## src/rtl/nested_select_seq.sv

```systemverilog
// nested_select_seq
//   Code register with a hold-run sequencer. In IDLE the code b either loads
//   code_in (starting a run), increments, or falls back to the idle code.
//   A run holds b for HOLD_CYCLES cycles, then spends one DRAIN cycle
//   (done=1) before returning to IDLE. Dropping a during RUN aborts the run
//   without a done pulse.
//
// Ports
//   clock   : single clock, rising edge
//   reset   : synchronous, active-high
//   a       : primary qualifier (0 = idle code / abort)
//   en      : load enable, sampled only in IDLE with a=1
//   code_in : value loaded into b
//   b       : current code (registered)
//   d       : previous value of b (registered)
//   busy    : state is not IDLE
//   done    : state is DRAIN
module nested_select_seq #(
    parameter int WIDTH       = 2,
    parameter int HOLD_CYCLES = 4,
    parameter int DEFAULT_B   = 3
) (
    input  logic             clock,
    input  logic             reset,
    input  logic             a,
    input  logic             en,
    input  logic [WIDTH-1:0] code_in,
    output logic [WIDTH-1:0] b,
    output logic [WIDTH-1:0] d,
    output logic             busy,
    output logic             done
);

    // Counter only has to hold HOLD_CYCLES-1; keep at least one bit.
    localparam int CNT_W = (HOLD_CYCLES > 1) ? $clog2(HOLD_CYCLES) : 1;

    localparam logic [WIDTH-1:0] IDLE_CODE = WIDTH'(DEFAULT_B);
    localparam logic [CNT_W-1:0] CNT_LOAD  = CNT_W'(HOLD_CYCLES - 1);

    typedef enum logic [1:0] {
        IDLE  = 2'd0,
        RUN   = 2'd1,
        DRAIN = 2'd2
    } state_t;

    state_t           state;
    logic [CNT_W-1:0] cnt;

    always_ff @(posedge clock) begin
        if (reset) begin
            state <= IDLE;
            cnt   <= '0;
            b     <= '0;
            d     <= '0;
        end else begin
            unique case (state)
                IDLE: begin
                    d <= b;
                    if (!a) begin
                        b <= IDLE_CODE;
                    end else if (en) begin
                        b     <= code_in;
                        cnt   <= CNT_LOAD;
                        state <= RUN;
                    end else begin
                        // Wraps modulo 2^WIDTH by truncation.
                        b <= b + 1'b1;
                    end
                end
                RUN: begin
                    // Abort is checked first so it wins over counter expiry.
                    if (!a) begin
                        b     <= IDLE_CODE;
                        d     <= b;
                        cnt   <= '0;
                        state <= IDLE;
                    end else if (cnt == '0) begin
                        state <= DRAIN;
                    end else begin
                        cnt <= cnt - 1'b1;
                    end
                end
                DRAIN: begin
                    state <= IDLE;
                end
                default: begin
                    state <= IDLE;
                end
            endcase
        end
    end

    assign busy = (state != IDLE);
    assign done = (state == DRAIN);

endmodule

```

## config.mk

```make
export PLATFORM = sky130hd
export DESIGN_NAME = nested_select_seq
export DESIGN_NICKNAME = d
export VERILOG_FILES = /design/src/rtl/nested_select_seq.sv
export SDC_FILE = /design/constraint.sdc
export NUM_CORES = 1
export LEC_CHECK = 0
export ABC_AREA = 1
export CORE_AREA = 2 2 39 41
export DETAILED_ROUTE_END_ITERATION = 16
export DIE_AREA = 0 0 41 43
export PLACE_DENSITY_LB_ADDON = 0.08
export SKIP_LAST_GASP = 1
export SYNTH_ARGS = -nofsm -noshare
export SYNTH_HDL_FRONTEND = slang
export SYNTH_SLANG_ARGS = --single-unit
```

## constraint.sdc

```tcl
create_clock -name clock -period 1.4 [get_ports clock]
set_input_delay 0.28 -clock clock [delete_from_list [all_inputs] [get_ports clock]]
set_output_delay 0.28 -clock clock [all_outputs]
set_load 0.005 [all_outputs]
```

-- Word-level counts from Yosys, hierarchy flattened
Index checks and enable logic that the tools add are counted.
Widths: inputs -> output; s select.
- register bits: 8
- input port bits: 6
- output and inout port bits: 6
- logic and storage cells: 36
- add/sub/neg operators: 2
- equality and inequality tests: 7
- muxes and demuxes: 16
- reductions and logical operators: 7
- operators with widths (kind ; count):
    $mux 2 ; 12
    $pmux 2 s2 ; 4
    $ne 2x2->1 const B ; 3
    $ne 3x3->1 const B ; 2
    $logic_not 2->1 ; 2
    $reduce_and 4->1 ; 1
    $reduce_bool 2->1 ; 2
    $reduce_and 3->1 ; 1
    $add 2x1->2 const B ; 1
    $eq 2x1->1 const B ; 1
    $eq 2x2->1 const B ; 1
    $reduce_and 2->1 ; 1
    $sub 2x1->2 const B ; 1

-- Logic depth before layout (Yosys ltp)
- depth in word-level cells: 4
- gate-level depth with buffers: 7
- depth with buffers taken out: 7

-- Worst setup path after synthesis
Ideal clock, no wire load.
- path kind: register to register
- from: register cnt[0]
- to: register cnt[1]
- setup time: 64 ps
- arrival: 933 ps
- data required time: 1336 ps
- setup slack: 403 ps
- stages on the path, launching flop included: 8
- buffers on the path: 0
- period minus slack after synthesis: 997 ps
- path through: dfxtp_1 inv_1 ha_1 nor2_1 nor2_1 nand3_1 nand2_1 nor2_1
- word-level cells in the longest chain between the ends: 4
- elaborated cells between the ends (all ways): 7
- those cells by class: add/sub: 1; eq/ne: 1; mux: 3; reduce/logical: 2
- ends and longest elaborated chain (item ; line ; source):
    start, declared ; 47 ; logic [CNT_W-1:0] cnt;
    start signal, assigned ; 80 ; cnt <= cnt - 1'b1;
    $sub 2x1->2 ; 80 ;
    $mux 2 ; 77 ; end else if (cnt == '0) begin
    $mux 2 ; 72 ; if (!a) begin
    $pmux 2 s2 ; 56 ; unique case (state)
Several ways; a longest one is shown, not always the timed one. The select of a mux whose other input is x is not followed.
A chain may end at the register's enable or synchronous reset.

-- Final worst setup path
- from: register d[1]
- to: output d[1]
- RTL lines (item ; line ; source):
    start, declared ; 29 ; output logic [WIDTH-1:0] d,
    start signal, assigned ; 54 ; d <= '0;
    start signal, assigned ; 58 ; d <= b;
    start signal, assigned ; 74 ; d <= b;
No word-level cell between the ends.

==> impl_metrics.yaml <==
finish:
  antennaDiodeCount: 0
  nFillCells: 148
  fin_area_um2: 631
  drive_gt1_frac: 0.238
  num-nets-final: 89
  syn2layout_area_growth_pct: 53.7
sta:
  finalSetupViolCount: 0
  fin_skew_ns: 0.00790
  timing.final.crit_share: 0.972
  fmax_mhz: 735
  post-route-min-period_ns: 1.36
  relSlewSlack: 0.847
  final-hold-violation-count: 0
  tightest_slew_ns: 0.229
  maxSlewViolCount: 0
  rsz0062_at_grt: "no"
synthesis:
  synth_top_area_cell: "dfxtp_1"
  synth_area_um2: 410
  synth_top_area_share: 0.390
  ys_types: 16
  ys_top_cells_by_area: "dfxtp_1 (39%), nor2_1 (10%), a21oi_1 (9.8%)"
  synth_seq_cells: 8
  syn_nets: 65
  ys_async_sr_fraction: 0
  synthFlopType: "dfxtp_1"
  synth_seq_area_share: 0.390
  ys_warn_count: 0
  synthTopCellsByCount: "nor2_1 (11), a21oi_1 (8), dfxtp_1 (8), inv_1 (7), nand2_1 (7)"
  synth_most_common_cell: "nor2_1"
  synth_edf_count: 0
  netlist_instances: 58
  syn_area_per_cell_um2: 7.08
min_path:
  hold_class: "reg -> reg"
routing:
  first_iter_violations: 4
  vias: 429
  first_pass_iters: 2
  routed_via_density: 4.47
  drc_errors: 0
  postRouteAntennaNets: 0
  wl_per_cell_um: 10.6
  wl_um: 1020
place:
  routabilityCongestion: 0.659
  hpwl_um: 798
  dpl_cell_area_um2: 601
  io_buffers: 11
clocking:
  cts_tree: "built"
  clock_sinks: 8
  insertion_delay_ns: 0.26
  clockBufferDepth: 2
  root_buffer: "clkbuf_4"
  cts_hold_buffers: 0
  cts.clk_slew.worst_paths_ns: 0.06
  htree_levels: 1
  cts_buffers: 3
die:
  ioPinCount: 12
  initial_core_util: 0.297
  std_cell_rows: 14
  dieArea_mm2: 0.00176
  die_h_um: 43
  core_area_mm2: 0.00138
  die_w_um: 41
global_routing:
  antenna_found_initial: 0
  track_usage: 0.134
  grt_pass1_vias: 392
  grt_max_degree: 6
  grt_pass1_wl_um: 1550
  gr-total-overflow: 0
power_and_ir_drop:
  leakage_nw: 0.323
  ir_worst_vdd_mv: 0.505
  swShare: 0.272
  p_comb_frac: 0.236
  pwr-share-seq: 0.448
  p_total_mw: 0.572
  pwr-share-clk: 0.316
  intPower_mw: 0.416
  p_sw_mw: 0.156
  power_density_mw_per_mm2: 907
job:
  maxCapViolCount: 0
setup_path:
  worstSetupStartpoint: "d[1]"
  critPathArrivalTime_ns: 1.08
  path_buf_inv: 1
  rr_startpoint: "state[0]"
  crit_type: "reg -> out"
  cp_slowest_cell: "clkdlybuf4s50_1"
  cp-start-kind: "flip-flop"
  endpoint_kind: "primary output"
  regToRegSetupSlack_ns: 0.30
  endpoint: "d[1]"
  r2r_cells: 5
  cp_num_cells: 1
  r2r_end: "d[1]"
  worstPathRequired_ns: 1.12
  cp_slowest_stage_delay_ns: 0.50
  cp_top_family: "buffers and inverters"
  path_cells: "clkdlybuf4s50_1"
  crit_fanout: 2
status:
  status: "complete, no violations"
==> registers in the layout (all words and copies together) (netlist names) <==
signal / count
state: 2
b: 2
cnt: 2
d: 2
==> cells in the final DEF (no fill, tap or decap), types with 2 or more instances in the layout <==
| master | netlist | layout |
|---|---|---|
| inv_2 | 2 | 2 |
| clkdlybuf4s50_1 | 0 | 7 |
| buf_4 | 0 | 8 |
| nand3_1 | 3 | 3 |
| inv_1 | 7 | 7 |
| dlymetal6s2s_1 | 0 | 3 |
| dfxtp_1 | 8 | 7 |
| clkbuf_4 | 0 | 3 |
| a21oi_1 | 8 | 8 |
| nand2_1 | 7 | 7 |
| o21ai_1 | 4 | 4 |
| nor2_1 | 11 | 11 |
==> timing repair <==
| action | 4_1_cts | 5_1_grt |
|---|---|---|
| cloned | 0 | 0 |
| resized for setup | 2 | 3 |
| buffers inserted | 0 | 0 |
| hold endpoints to repair | 0 | 0 |
| pin swaps | 1 | 0 |
| setup endpoints to repair | 2 | 3 |
==> worst min-delay path, stage by stage (launching register included) <==
cell and delay, ns:
dfxtp_1 0.31, nand2_1 0.06, a21oi_1 0.06
==> kinds of logic (layout without fill, tap and decap cells) <==
family | count (synthesis) | count (layout) | share of synthesized area
buffers and inverters | 10 | 32 | 0.0915
adder cells (fa/ha/maj) | 1 | 1 | 0.0305
flip-flops | 8 | 8 | 0.390
AO/OA/AOI/OAI | 15 | 15 | 0.229
AND/OR/NAND/NOR | 24 | 24 | 0.259
==> final cells by class <==
cell class,count,area [um2],share of cell area
Multi-Input combinational cell,40,213,0.337
Sequential cell,8,161,0.256
Tap cell,16,20.0,0.0317
Timing Repair Buffer,19,176,0.280
Inverter,10,37.5,0.0595
Clock buffer,3,22.5,0.0357
==> per-layer routing <==
metal,track usage,part of all wire,vias to the layer above
met4,0.100,0.011,0
met1,0.149,0.47,186
met2,0.203,0.47,7
met3,0.0366,0.052,2
met5,0,0,-
li1,-,-,234
==> stage by stage <==
stage / setup WS (ns) / TNS [ns] / hold WS [ns] / instances / utilization
CTS: -0.116 / -0.116 / 0.481 / 96 / 0.450
global route: 0.00693 / 0 / 0.498 / 96 / 0.456
finish: 0.0389 / 0 / 0.474 / 96 / 0.456
floorplan: 0.403 / 0 / 0.349 / 58 / -
detailed placement: -0.0730 / -0.407 / 0.471 / 93 / 0.434
global placement: -0.0660 / -0.401 / 0.466 / 93 / 0.434
==> how the worst min path moves through the flow <==
stage	end	depth (start not counted)	startpoint
floorplan	b[1]	1	reset
global placement	b[1]	2	b[1]
detailed placement	b[1]	2	b[1]
CTS	b[1]	2	b[1]
global route	b[1]	2	b[1]
finish	b[1]	2	b[1]
==> power groups by stage <==
stage / sequential, mW / combinational (mW) / clock (mW)
finish: 0.256 / 0.135 / 0.181
global route: 0.258 / 0.150 / 0.201
CTS: 0.257 / 0.138 / 0.192
detailed placement: 0.261 / 0.139 / 0
global placement: 0.261 / 0.140 / 0
floorplan: 0.264 / 0.0611 / 0
Note: power is estimated with default switching activity, not from simulation.
